===== src/rtl/alu_share_arbiter.sv =====
// alu_share_arbiter: round-robin arbiter that lets two requesters share one
// external ALU. One operation is in flight at a time: IDLE -> EXEC -> RESP.
// Optional build macro ALU_ARB_PERF_EN adds saturating grant/stall counters.
module alu_share_arbiter (
  input  logic        clk,
  input  logic        rst_n,
  // requester 0
  input  logic        req0_valid,
  input  logic [31:0] req0_a,
  input  logic [31:0] req0_b,
  input  logic [4:0]  req0_shamt,
  input  logic        req0_instr5,
  input  logic [3:0]  req0_alufn,
  output logic        req0_ready,
  // requester 1
  input  logic        req1_valid,
  input  logic [31:0] req1_a,
  input  logic [31:0] req1_b,
  input  logic [4:0]  req1_shamt,
  input  logic        req1_instr5,
  input  logic [3:0]  req1_alufn,
  output logic        req1_ready,
  // shared ALU
  output logic [31:0] alu_a,
  output logic [31:0] alu_b,
  output logic [4:0]  alu_shamt,
  output logic        alu_instr5,
  output logic [3:0]  alu_alufn,
  input  logic [31:0] alu_r,
  input  logic        alu_cf,
  input  logic        alu_zf,
  input  logic        alu_vf,
  input  logic        alu_sf,
  // response
  output logic        rsp_valid,
  output logic        rsp_id,
  output logic [31:0] rsp_r,
  output logic [3:0]  rsp_flags,
  input  logic        rsp_ready
`ifdef ALU_ARB_PERF_EN
  ,
  output logic [15:0] perf_grant0,
  output logic [15:0] perf_grant1,
  output logic [15:0] perf_stall
`endif
);

  localparam int unsigned DW = 32;
  localparam int unsigned SW = 5;
  localparam int unsigned FW = 4;
  localparam int unsigned NW = 4;

  typedef enum logic [1:0] {
    IDLE = 2'd0,
    EXEC = 2'd1,
    RESP = 2'd2
  } state_t;

  state_t         r_state;
  state_t         w_state_nxt;
  logic           w_grant0;
  logic           w_grant1;
  logic           r_last_grant;   // id of the most recent grant

  logic [DW-1:0]  r_a;
  logic [DW-1:0]  r_b;
  logic [SW-1:0]  r_shamt;
  logic           r_instr5;
  logic [FW-1:0]  r_alufn;
  logic           r_id;

  logic           r_rsp_valid;
  logic           r_rsp_id;
  logic [DW-1:0]  r_rsp_r;
  logic [NW-1:0]  r_rsp_flags;

  logic [DW-1:0]  w_sel_a;
  logic [DW-1:0]  w_sel_b;
  logic [SW-1:0]  w_sel_shamt;
  logic           w_sel_instr5;
  logic [FW-1:0]  w_sel_alufn;

  // Next-state and round-robin grant; grants only happen in IDLE
  always_comb begin
    w_state_nxt = r_state;
    w_grant0    = 1'b0;
    w_grant1    = 1'b0;
    case (r_state)
      IDLE: begin
        if (req0_valid && req1_valid) begin
          w_grant0 = r_last_grant;
          w_grant1 = ~r_last_grant;
        end else begin
          w_grant0 = req0_valid;
          w_grant1 = req1_valid;
        end
        if (req0_valid || req1_valid) begin
          w_state_nxt = EXEC;
        end
      end
      EXEC: w_state_nxt = RESP;
      RESP: begin
        if (rsp_ready) begin
          w_state_nxt = IDLE;
        end
      end
      default: w_state_nxt = IDLE;
    endcase
  end

  // Operand select for the winning requester
  assign w_sel_a      = w_grant1 ? req1_a      : req0_a;
  assign w_sel_b      = w_grant1 ? req1_b      : req0_b;
  assign w_sel_shamt  = w_grant1 ? req1_shamt  : req0_shamt;
  assign w_sel_instr5 = w_grant1 ? req1_instr5 : req0_instr5;
  assign w_sel_alufn  = w_grant1 ? req1_alufn  : req0_alufn;

  // Ready is combinational in the grant cycle, forced low while in reset
  assign req0_ready = w_grant0 & rst_n;
  assign req1_ready = w_grant1 & rst_n;

  // ALU is always fed from latched operands, never directly from requesters
  assign alu_a      = r_a;
  assign alu_b      = r_b;
  assign alu_shamt  = r_shamt;
  assign alu_instr5 = r_instr5;
  assign alu_alufn  = r_alufn;

  assign rsp_valid  = r_rsp_valid;
  assign rsp_id     = r_rsp_id;
  assign rsp_r      = r_rsp_r;
  assign rsp_flags  = r_rsp_flags;

  // State, operand latch and response registers
  always_ff @(posedge clk) begin
    if (!rst_n) begin
      r_state      <= IDLE;
      r_last_grant <= 1'b1;
      r_a          <= '0;
      r_b          <= '0;
      r_shamt      <= '0;
      r_instr5     <= 1'b0;
      r_alufn      <= '0;
      r_id         <= 1'b0;
      r_rsp_valid  <= 1'b0;
      r_rsp_id     <= 1'b0;
      r_rsp_r      <= '0;
      r_rsp_flags  <= '0;
    end else begin
      r_state <= w_state_nxt;
      if (w_grant0 || w_grant1) begin
        r_a          <= w_sel_a;
        r_b          <= w_sel_b;
        r_shamt      <= w_sel_shamt;
        r_instr5     <= w_sel_instr5;
        r_alufn      <= w_sel_alufn;
        r_id         <= w_grant1;
        r_last_grant <= w_grant1;
      end
      if (r_state == EXEC) begin
        r_rsp_valid <= 1'b1;
        r_rsp_id    <= r_id;
        r_rsp_r     <= alu_r;
        r_rsp_flags <= {alu_cf, alu_zf, alu_vf, alu_sf};
      end else if ((r_state == RESP) && rsp_ready) begin
        r_rsp_valid <= 1'b0;
      end
    end
  end

`ifdef ALU_ARB_PERF_EN
  localparam int unsigned PW = 16;

  logic [PW-1:0] r_perf_grant0;
  logic [PW-1:0] r_perf_grant1;
  logic [PW-1:0] r_perf_stall;
  logic          w_stall;

  assign w_stall     = (req0_valid & ~w_grant0) | (req1_valid & ~w_grant1);
  assign perf_grant0 = r_perf_grant0;
  assign perf_grant1 = r_perf_grant1;
  assign perf_stall  = r_perf_stall;

  // Saturating grant and stall counters
  always_ff @(posedge clk) begin
    if (!rst_n) begin
      r_perf_grant0 <= '0;
      r_perf_grant1 <= '0;
      r_perf_stall  <= '0;
    end else begin
      if (w_grant0 && (r_perf_grant0 != '1)) begin
        r_perf_grant0 <= r_perf_grant0 + PW'(1);
      end
      if (w_grant1 && (r_perf_grant1 != '1)) begin
        r_perf_grant1 <= r_perf_grant1 + PW'(1);
      end
      if (w_stall && (r_perf_stall != '1)) begin
        r_perf_stall <= r_perf_stall + PW'(1);
      end
    end
  end
`endif

endmodule


===== config.mk =====
export PLATFORM = sky130hd
export DESIGN_NAME = alu_share_arbiter
export DESIGN_NICKNAME = d
export VERILOG_FILES = /design/src/rtl/alu_share_arbiter.sv
export SDC_FILE = /design/constraint.sdc
export NUM_CORES = 1
export LEC_CHECK = 0
export ABC_CLOCK_PERIOD_IN_PS = 1800
export BUFFER_PORTS_ARGS = -buffer_cell sky130_fd_sc_hd__buf_2
export CAP_MARGIN = 20
export CELL_PAD_IN_SITES_DETAIL_PLACEMENT = 1
export CELL_PAD_IN_SITES_GLOBAL_PLACEMENT = 2
export CORE_ASPECT_RATIO = 0.8
export CORE_MARGIN = 10
export CORE_UTILIZATION = 25
export CTS_CLUSTER_DIAMETER = 150
export DETAILED_ROUTE_END_ITERATION = 7
export PLACE_DENSITY = 0.92
export SLEW_MARGIN = 30
export SYNTH_ARGS = -nofsm -noshare
export SYNTH_HDL_FRONTEND = slang
export SYNTH_SLANG_ARGS = --single-unit
export TNS_END_PERCENT = 50

===== constraint.sdc =====
create_clock -name clk -period 1.8 [get_ports clk]
set_clock_uncertainty 0.1 [all_clocks]
set_input_delay 0.09 -clock clk [delete_from_list [all_inputs] [get_ports clk]]
set_output_delay 0.09 -clock clk [all_outputs]
set_load 0.1 [all_outputs]

==> flow_summary.yaml, run 1 <==
status:
  status: "finished, violations left"
  violations: "hold timing, setup timing"
place:
  portBuffers: 302
  placed_cell_area_sq_mm: 0.00763
  dp_hpwl_mm: 16.5
  place.gp.congestion: 0.751
  pre_cts_slack_ps: 108
grt:
  antenna_found_initial: 4
  grt_pass1_wl_mm: 41.2
  grt_pass1_vias: 7272
  globalRouteMet2Util_pct: 30.9
  grt_usage_pct: 17.5
  grt_util_met3_pct: 5.87
  grt_max_degree: 76
  grtUsageMet1_pct: 19.0
  gr-total-overflow: 0
  top_usage_layer: "met2"
cells_and_area:
  final_common_cell: "buf_2"
  area_growth_pct: 73.0
  drive_gt1_share_pct: 36.1
  multi_input_area_sq_mm: 0.00306
  nFillCells: 2574
  mostFrequentLayoutCells: "buf_2, dlygate4sd3_1, dfxtp_1, a21boi_0, nand2_1"
  seqCellArea_sq_mm: 0.00232
  fin_area_sq_mm: 0.00982
  nets: 1224
worst_setup_path:
  crit_path_start_kind: "primary input"
  arrival_ps: 2010
  cp_max_fo: 40
  cp-end-kind: "flop"
  worst-setup-path-type: "primary input to flop"
  r2r_start: "r_state[0]"
  critPathRequiredTime_ps: 1990
  cpMostUsedCell: "buf_12"
  critPathLaunch: "req1_valid"
  crit_slowest_cell: "dlygate4sd3_1"
  slowest_delay_ps: 550
  critical_path.cell_chain: "dlygate4sd3_1 -> buf_2 -> nor3b_4 -> buf_12 -> buf_12 -> buf_16 -> a21boi_0 -> o311a_1"
sta:
  worstMarginPinSlew_ps: 625
  rsz0062_at_grt: "true"
  fmax_mhz: 551
  min_period_ps: 1810
  hold_viol: 4
  finalSetupViolCount: 1
  final_max_slew_viol_count: 0
  fin_crit_sh_pct: 101
  tns_ps: -13.5
  max-slew-margin-rel_pct: 58.3
  hold-worst-slack_ps: -9.93
  final.setup.worst_slack_ps: -13.5
synth:
  synth_cell_types: 23
  ys_warn_count: 0
  syn_inst: 625
  avgSynthCellArea_sq_um: 9.08
  seq_area_frac_synth_pct: 40.9
  netlist_area_sq_mm: 0.00568
  synth_edf_count: 0
  ys_ff_latch: 116
  synth_nets: 814
  ys.flop_type: "dfxtp_1"
  async_flop_share_pct: 0
detailed_routing:
  postRouteWirelength_mm: 27.1
  drcViolationCount: 0
  postRouteAntennaNets: 0
  wl_per_cell_um: 20.0
  via_per_inst: 4.89
  firstDrtPassIters: 5
  first_iter_violations: 228
  dr_total_vias: 6649
floorplan:
  dieArea_sq_mm: 0.0292
  core_area_sq_mm: 0.0224
  initial_core_util_pct: 25.4
  rows: 49
  die_h_um: 155
  ios: 303
  fp.dieW_um: 188
cts:
  cts_buffer_depth: 2
  h-tree-depth: 4
  cts_tree: "built"
  clk_pin_slew_ps: 60
  cts_root_buf: "clkbuf_16"
  cts_buffers: 17
  clock_sinks: 116
  clock_latency_ps: 410
flow_run:
  drv_cap: 0
min_path:
  hp-class: "primary input to flop"
  min_from: "req0_b[5]"
pwr:
  power_per_cell_area_mw_per_mm2: 1110
  irDropWorstVdd_v: 0.000451
  power.static_leakage_uw: 0.00505
synth_stat cells, types with 2 or more instances:
master	count	area, sq um
dfxtp_1	116	2320
a21boi_0	109	818
nand2_1	78	293
and3_1	76	475
a21o_1	74	556
o311a_1	74	741
clkbuf_1	56	210
buf_2	18	90.1
buf_4	4	30.0
a21boi_1	3	22.5
nor2_1	3	11.3
o21ai_0	2	10.0
or2_2	2	12.5
routing by layer:
| layer | part of all wire, % | vias up | routed length (um) |
|---|---|---|---|
| li1 | - | 3150 | - |
| met2 | 50 | 227 | 13700 |
| met5 | 0 | - | 0 |
| met1 | 41 | 3229 | 11100 |
| met3 | 6.2 | 43 | 1680 |
| met4 | 2.3 | 0 | 629 |
flip-flops by register name, summed over array words and instances (netlist names), 2 cells and up:
name,flops
rsp_r,32
r_state,2
alu_a,32
rsp_flags,4
alu_shamt,5
alu_b,32
alu_alufn,4
logic make-up after synthesis:
family | count (synthesis) | share of synthesized area [%]
flip-flops | 116 | 40.9
buffers and inverters | 79 | 5.88
AND/OR/NAND/NOR | 165 | 14.9
AO/OA/AOI/OAI | 265 | 38.3
per-stage QoR:
stage	utilization [%]	total power, uW	std cells
floorplan	-	5990	625
global placement	34.1	6840	1179
detailed placement	34.1	6880	1179
CTS	43.6	11000	1353
global route	43.9	11400	1358
finish	43.9	11000	1359
where the power goes:
group	total, uW	switching [uW]	internal [uW]
clock	3750	1280	2470
sequential	3000	149	2850
combinational	4200	3000	1200
total	11000	4430	6520
worst max-delay path: cells and delay by family:
family                 cells  cell delay (ps)
AND/OR/NAND/NOR            1              250
buffers and inverters      5             1160
AO/OA/AOI/OAI              2              490
path summary, 6_finish.rpt:
path	to	slack, ps	cells after the start
worst max-delay path	alu_b[8]	-10	8
worst min-delay path	alu_b[5]	-10	3
worst max register to register	alu_b[8]	20	6
worst min register to register	rsp_r[31]	360	2
area by class of cell:
cell class / count / area share (%)
timing repair buffer: 469 / 34.4
multi-input combinational: 430 / 31.2
sequential: 116 / 23.7
clock buffer: 21 / 4.89
tap: 306 / 3.90
clock inverter: 11 / 1.76
antenna: 5 / 0.127
inverter: 1 / 0.0382
timing repair:
item | CTS | global route
hold buffers | 136 | 0
gates resized for setup | 5 | 23
setup buffers | 5 | 0
hold endpoints to repair | 115 | 0
pin swaps | 2 | 0
gates cloned | 1 | 1
setup endpoints to repair | 2 | 26
Power figures use the tool's default switching activity.
==> inputs of run 2 (changes only) <==
Settings changed: CTS_BUF_LIST from default to sky130_fd_sc_hd__clkbuf_8.
==> run 2 against run 1 <==
The flow finishes with violations (setup timing). Design area grew 3.7%. Combinational power grew 4%. Power shrank 6.8%. Sequential power is essentially flat. Clock-buffer cell count is the same. Non-clock buffer count grew 48. Worst hold slack gained 47 ps. Register-to-register slack is essentially flat. Fmax grew 0.36%. Wire length grew 12%. Critical path type unchanged. Largest cell class unchanged.
==> flow_summary.yaml, run 2 (same netlist as run 1, synthesis figures left out) <==
floorplan:
  core_area_sq_mm: 0.0224
  rows: 49
  ios: 303
  die_h_um: 155
  initial_core_util_pct: 25.4
  dieArea_sq_mm: 0.0292
  fp.dieW_um: 188
cts:
  h-tree-depth: 4
  clock_sinks: 116
  clk_pin_slew_ps: 80
  clock_latency_ps: 420
  cts_root_buf: "clkbuf_8"
  cts_buffers: 17
  cts_tree: "built"
  cts_buffer_depth: 2
grt:
  antenna_found_initial: 17
  grt_pass1_wl_mm: 45.0
  gr-total-overflow: 0
  grt_usage_pct: 19.3
  grt_max_degree: 76
  grt_pass1_vias: 7768
place:
  portBuffers: 302
  placed_cell_area_sq_mm: 0.00763
  place.gp.congestion: 0.751
  dp_hpwl_mm: 16.5
  dpl.cell_count: 1179
detailed_routing:
  first_iter_violations: 304
  firstDrtPassIters: 4
  wl_per_cell_um: 21.4
  dr_total_vias: 7067
  drcViolationCount: 0
  postRouteAntennaNets: 0
  via_per_inst: 4.98
  postRouteWirelength_mm: 30.4
cells_and_area:
  seqCellArea_sq_mm: 0.00233
  area_growth_pct: 79.4
  fin_area_sq_mm: 0.0102
  nFillCells: 2607
  final_core_util_pct: 45.5
  mostFrequentLayoutCells: "buf_2, dlygate4sd3_1, dfxtp_1, a21boi_0, nand2_1"
  drive_gt1_share_pct: 34.8
  nets: 1272
  final_cells: 1420
  multi_input_area_sq_mm: 0.00306
  final_common_cell: "buf_2"
sta:
  rsz0062_at_grt: "true"
  fin_crit_sh_pct: 100
  min_period_ps: 1810
  final.setup.worst_slack_ps: -6.96
  finalSetupViolCount: 3
  hold_viol: 0
  worstMarginPinSlew_ps: 631
  fmax_mhz: 553
  max-slew-margin-rel_pct: 57.9
  final_max_slew_viol_count: 0
worst_setup_path:
  arrival_ps: 2020
  critPathRequiredTime_ps: 2010
  cp_max_fo: 18
  crit_path_start_kind: "primary input"
  worst-setup-path-type: "primary input to flop"
  cp-end-kind: "flop"
flow_run:
  drv_cap: 0
min_path:
  hp-class: "primary input to flop"
pwr:
  irDropWorstVdd_v: 0.000392
  power_per_cell_area_mw_per_mm2: 1000
  power_uw: 10200
  power.static_leakage_uw: 0.00518
status:
  status: "finished, violations left"
  violations: "setup timing"
## run 2: repair_timing
item | in CTS | in global routing
endpoints found under the hold margin | 116 | 0
hold buffers | 182 | 0
resized for setup | 7 | 12
buffers inserted | 3 | 2
pin swaps | 3 | 3
gates cloned | 1 | 3
setup endpoints to repair | 2 | 42
## run 2: path summary, 6_finish.rpt
check / slack [ps] / endpoint / startpoint / cells past startpoint
setup / recovery: -7 / alu_a[4] / req1_valid / 9
hold / removal: 40 / alu_a[17] / req0_a[17] / 3
setup reg to reg: 30 / rsp_valid / r_state[0] / 5
hold reg to reg: 360 / rsp_r[31] / rsp_r[31] / 2
## run 2: per-stage QoR
| stage | hold WS [ps] | setup slack, ps | setup TNS, ps |
|---|---|---|---|
| floorplan | 135 | -57.7 | -57.7 |
| global placement | 240 | 152 | 0 |
| detailed placement | 249 | 108 | 0 |
| CTS | 0.690 | -42.6 | -42.6 |
| global route | 2.58 | -55.9 | -213 |
| finish | 37.3 | -6.96 | -12.0 |
## run 2: worst max-delay path, stage by stage
cell	delay, ps
dlygate4sd3_1	540
buf_2	150
nor3b_4	160
buf_12	120
buf_16	160
buf_4	150
clkbuf_16	170
and3_1	180
o311a_1	280
## run 2: layer usage
layer	part of all wire (%)	track usage (%)
met1	39	19.8
met2	52	34.1
met3	6.6	6.56
met4	3.2	10.4
met5	0	0
## run 2: power breakdown
part | leakage, uW | total [uW] | switching, uW | internal [uW]
Combinational | 0.00400 | 4360 | 3060 | 1300
Sequential | 0.000959 | 3000 | 157 | 2850
Clock | 0.000221 | 2850 | 1180 | 1660
Total | 0.00518 | 10200 | 4400 | 5810
## run 2: cell type report
type | count | share of cell area [%]
Timing Repair Buffer | 517 | 38.4
Multi-Input combinational cell | 430 | 30.0
Sequential cell | 116 | 22.8
Tap cell | 306 | 3.76
Clock buffer | 21 | 2.84
Clock inverter | 11 | 1.70
Antenna cell | 18 | 0.442
Inverter | 1 | 0.0369
==> inputs of run 3 (changes only) <==
Settings changed: ABC_CLOCK_PERIOD_IN_PS 1800 to 1630, CORE_UTILIZATION 25 to 23, PLACE_DENSITY 0.92 to 0.89.
Clock period 1.8 ns to 1.63 ns, I/O delays scaled along.
==> run 3 against run 2 <==
The run ends with hold timing, setup timing left. Power rose by 8.5%. Sequential share of layout area down 0.35 points. Via count is 0.23% higher. First-iteration DRC count shrank 16%. Register-to-register slack got worse by 170 ps. Combinational power increased by 14%. Sequential power is 11% higher. Die area is 7.7% higher. Worst setup slack worse by 150 ps. Sequential cell count unchanged. Wire length up 4.0%. Worst hold slack worse by 40 ps. Critical path type is now flop to output port. Critical endpoint is now req1_ready. Largest cell class unchanged.
==> flow_summary.yaml, run 3 (same netlist as run 1, synthesis figures left out) <==
status:
  status: "finished, violations left"
  violations: "hold timing, setup timing"
floorplan:
  core_area_sq_mm: 0.0243
  die_h_um: 161
  ios: 303
  fp.dieW_um: 196
  dieArea_sq_mm: 0.0314
  rows: 51
  initial_core_util_pct: 23.3
cts:
  clk_pin_slew_ps: 90
  clock_sinks: 116
  cts_buffers: 17
  clock_latency_ps: 440
  h-tree-depth: 4
  cts_root_buf: "clkbuf_8"
  cts_tree: "built"
  cts_buffer_depth: 2
worst_setup_path:
  cpMostUsedCell: "buf_12"
  crit_buf_inv: 3
  path_depth: 5
  cp-end-kind: "output port"
  crit_slowest_cell: "dfxtp_4"
  critical_path.cell_chain: "nor3b_4 -> buf_6 -> buf_12 -> and3_4 -> buf_12"
  reg2regPathDepth: 7
  crit_path_start_kind: "flop"
  cp_top_family: "simple AND/OR/NAND/NOR gates"
  worst-setup-path-type: "flop to output port"
  critPathRequiredTime_ps: 1450
  cp_max_fo: 2
  arrival_ps: 1600
  slowest_delay_ps: 360
sta:
  final.setup.worst_slack_ps: -154
  final_max_slew_viol_count: 0
  finalSetupViolCount: 63
  hold-worst-slack_ps: -3.04
  min_period_ps: 1780
  max-slew-margin-rel_pct: 64.9
  fin_crit_sh_pct: 109
  rsz0062_at_grt: "true"
  fmax_mhz: 560
  tns_ps: -4330
  hold_viol: 1
  worstMarginPinSlew_ps: 530
pwr:
  power.static_leakage_uw: 0.00527
  irDropWorstVdd_v: 0.000445
  power_per_cell_area_mw_per_mm2: 1070
place:
  place.gp.congestion: 0.775
  dp_hpwl_mm: 17.1
  portBuffers: 302
  pre_cts_slack_ps: -59.9
detailed_routing:
  postRouteWirelength_mm: 31.6
  wl_per_cell_um: 22.0
  via_per_inst: 4.93
  first_iter_violations: 255
  postRouteAntennaNets: 0
  drcViolationCount: 0
  firstDrtPassIters: 4
  dr_total_vias: 7083
cells_and_area:
  area_growth_pct: 82.3
  drive_gt1_share_pct: 35.1
  final_common_cell: "buf_2"
  mostFrequentLayoutCells: "buf_2, dlygate4sd3_1, dfxtp_1, a21boi_0, nand2_1"
  nFillCells: 2817
  nets: 1286
  final_core_util_pct: 42.6
grt:
  gr-total-overflow: 0
  antenna_found_initial: 9
  grt_usage_pct: 19.1
  grt_pass1_wl_mm: 47.9
  grt_max_degree: 57
  grt_pass1_vias: 7873
min_path:
  hold_depth: 3
  hp-class: "primary input to flop"
flow_run:
  drv_cap: 0
-- run 3: cell type report --
cell class,instances,area [sq um],share of cell area [%]
clock inverter,15,159,1.54
multi-input combinational,430,3070,29.6
timing repair buffer,531,4140,40.0
clock buffer,17,234,2.26
antenna,9,22.5,0.218
inverter,1,3.75,0.0363
sequential,116,2330,22.5
tap,318,398,3.84
-- run 3: through the flow --
step | std cells | total power (uW) | cell area (sq um)
floorplan | 625 | 6610 | 5690
CTS | 1424 | 11100 | 10200
global placement | 1188 | 7550 | 7600
global route | 1437 | 11600 | 10400
detailed placement | 1188 | 7590 | 7600
finish | 1437 | 11100 | 10400
-- run 3: worst paths after layout --
| check | endpoint | from | slack [ps] |
|---|---|---|---|
| worst min-delay path | alu_a[21] | req0_a[21] | -3 |
| worst min register to register | rsp_r[20] | rsp_r[20] | 360 |
| worst max register to register | alu_b[14] | r_state[1] | -140 |
| worst max-delay path | req1_ready | r_state[1] | -150 |
-- run 3: what timing repair did --
| item | in CTS | in global routing |
|---|---|---|
| buffers inserted | 9 | 2 |
| pin swaps | 3 | 9 |
| gates cloned | 8 | 2 |
| endpoints found under the setup margin | 53 | 79 |
| hold buffers | 187 | 0 |
| gates resized for setup | 20 | 19 |
| hold endpoints to repair | 114 | 0 |
-- run 3: where the power goes --
part           internal [uW]  switching (uW)  total (uW)
sequential              3140             174        3320
clock                   1280            1500        2780
combinational           1530            3450        4990
-- run 3: routing by layer --
metal	track usage [%]	share of wire [%]	vias up
met5	0	0	-
met4	7.35	2.7	0
met1	21.4	41	3463
li1	-	-	3283
met3	6.30	7.3	50
met2	32.8	49	287
-- run 3: worst reg2reg max path, cell delays in order, from the launching register on --
cell and delay, ps:
dfxtp_4 360, nor3b_4 210, buf_4 170, buf_6 120, buf_4 130, buf_16 120
a21boi_0 110, o311a_1 350
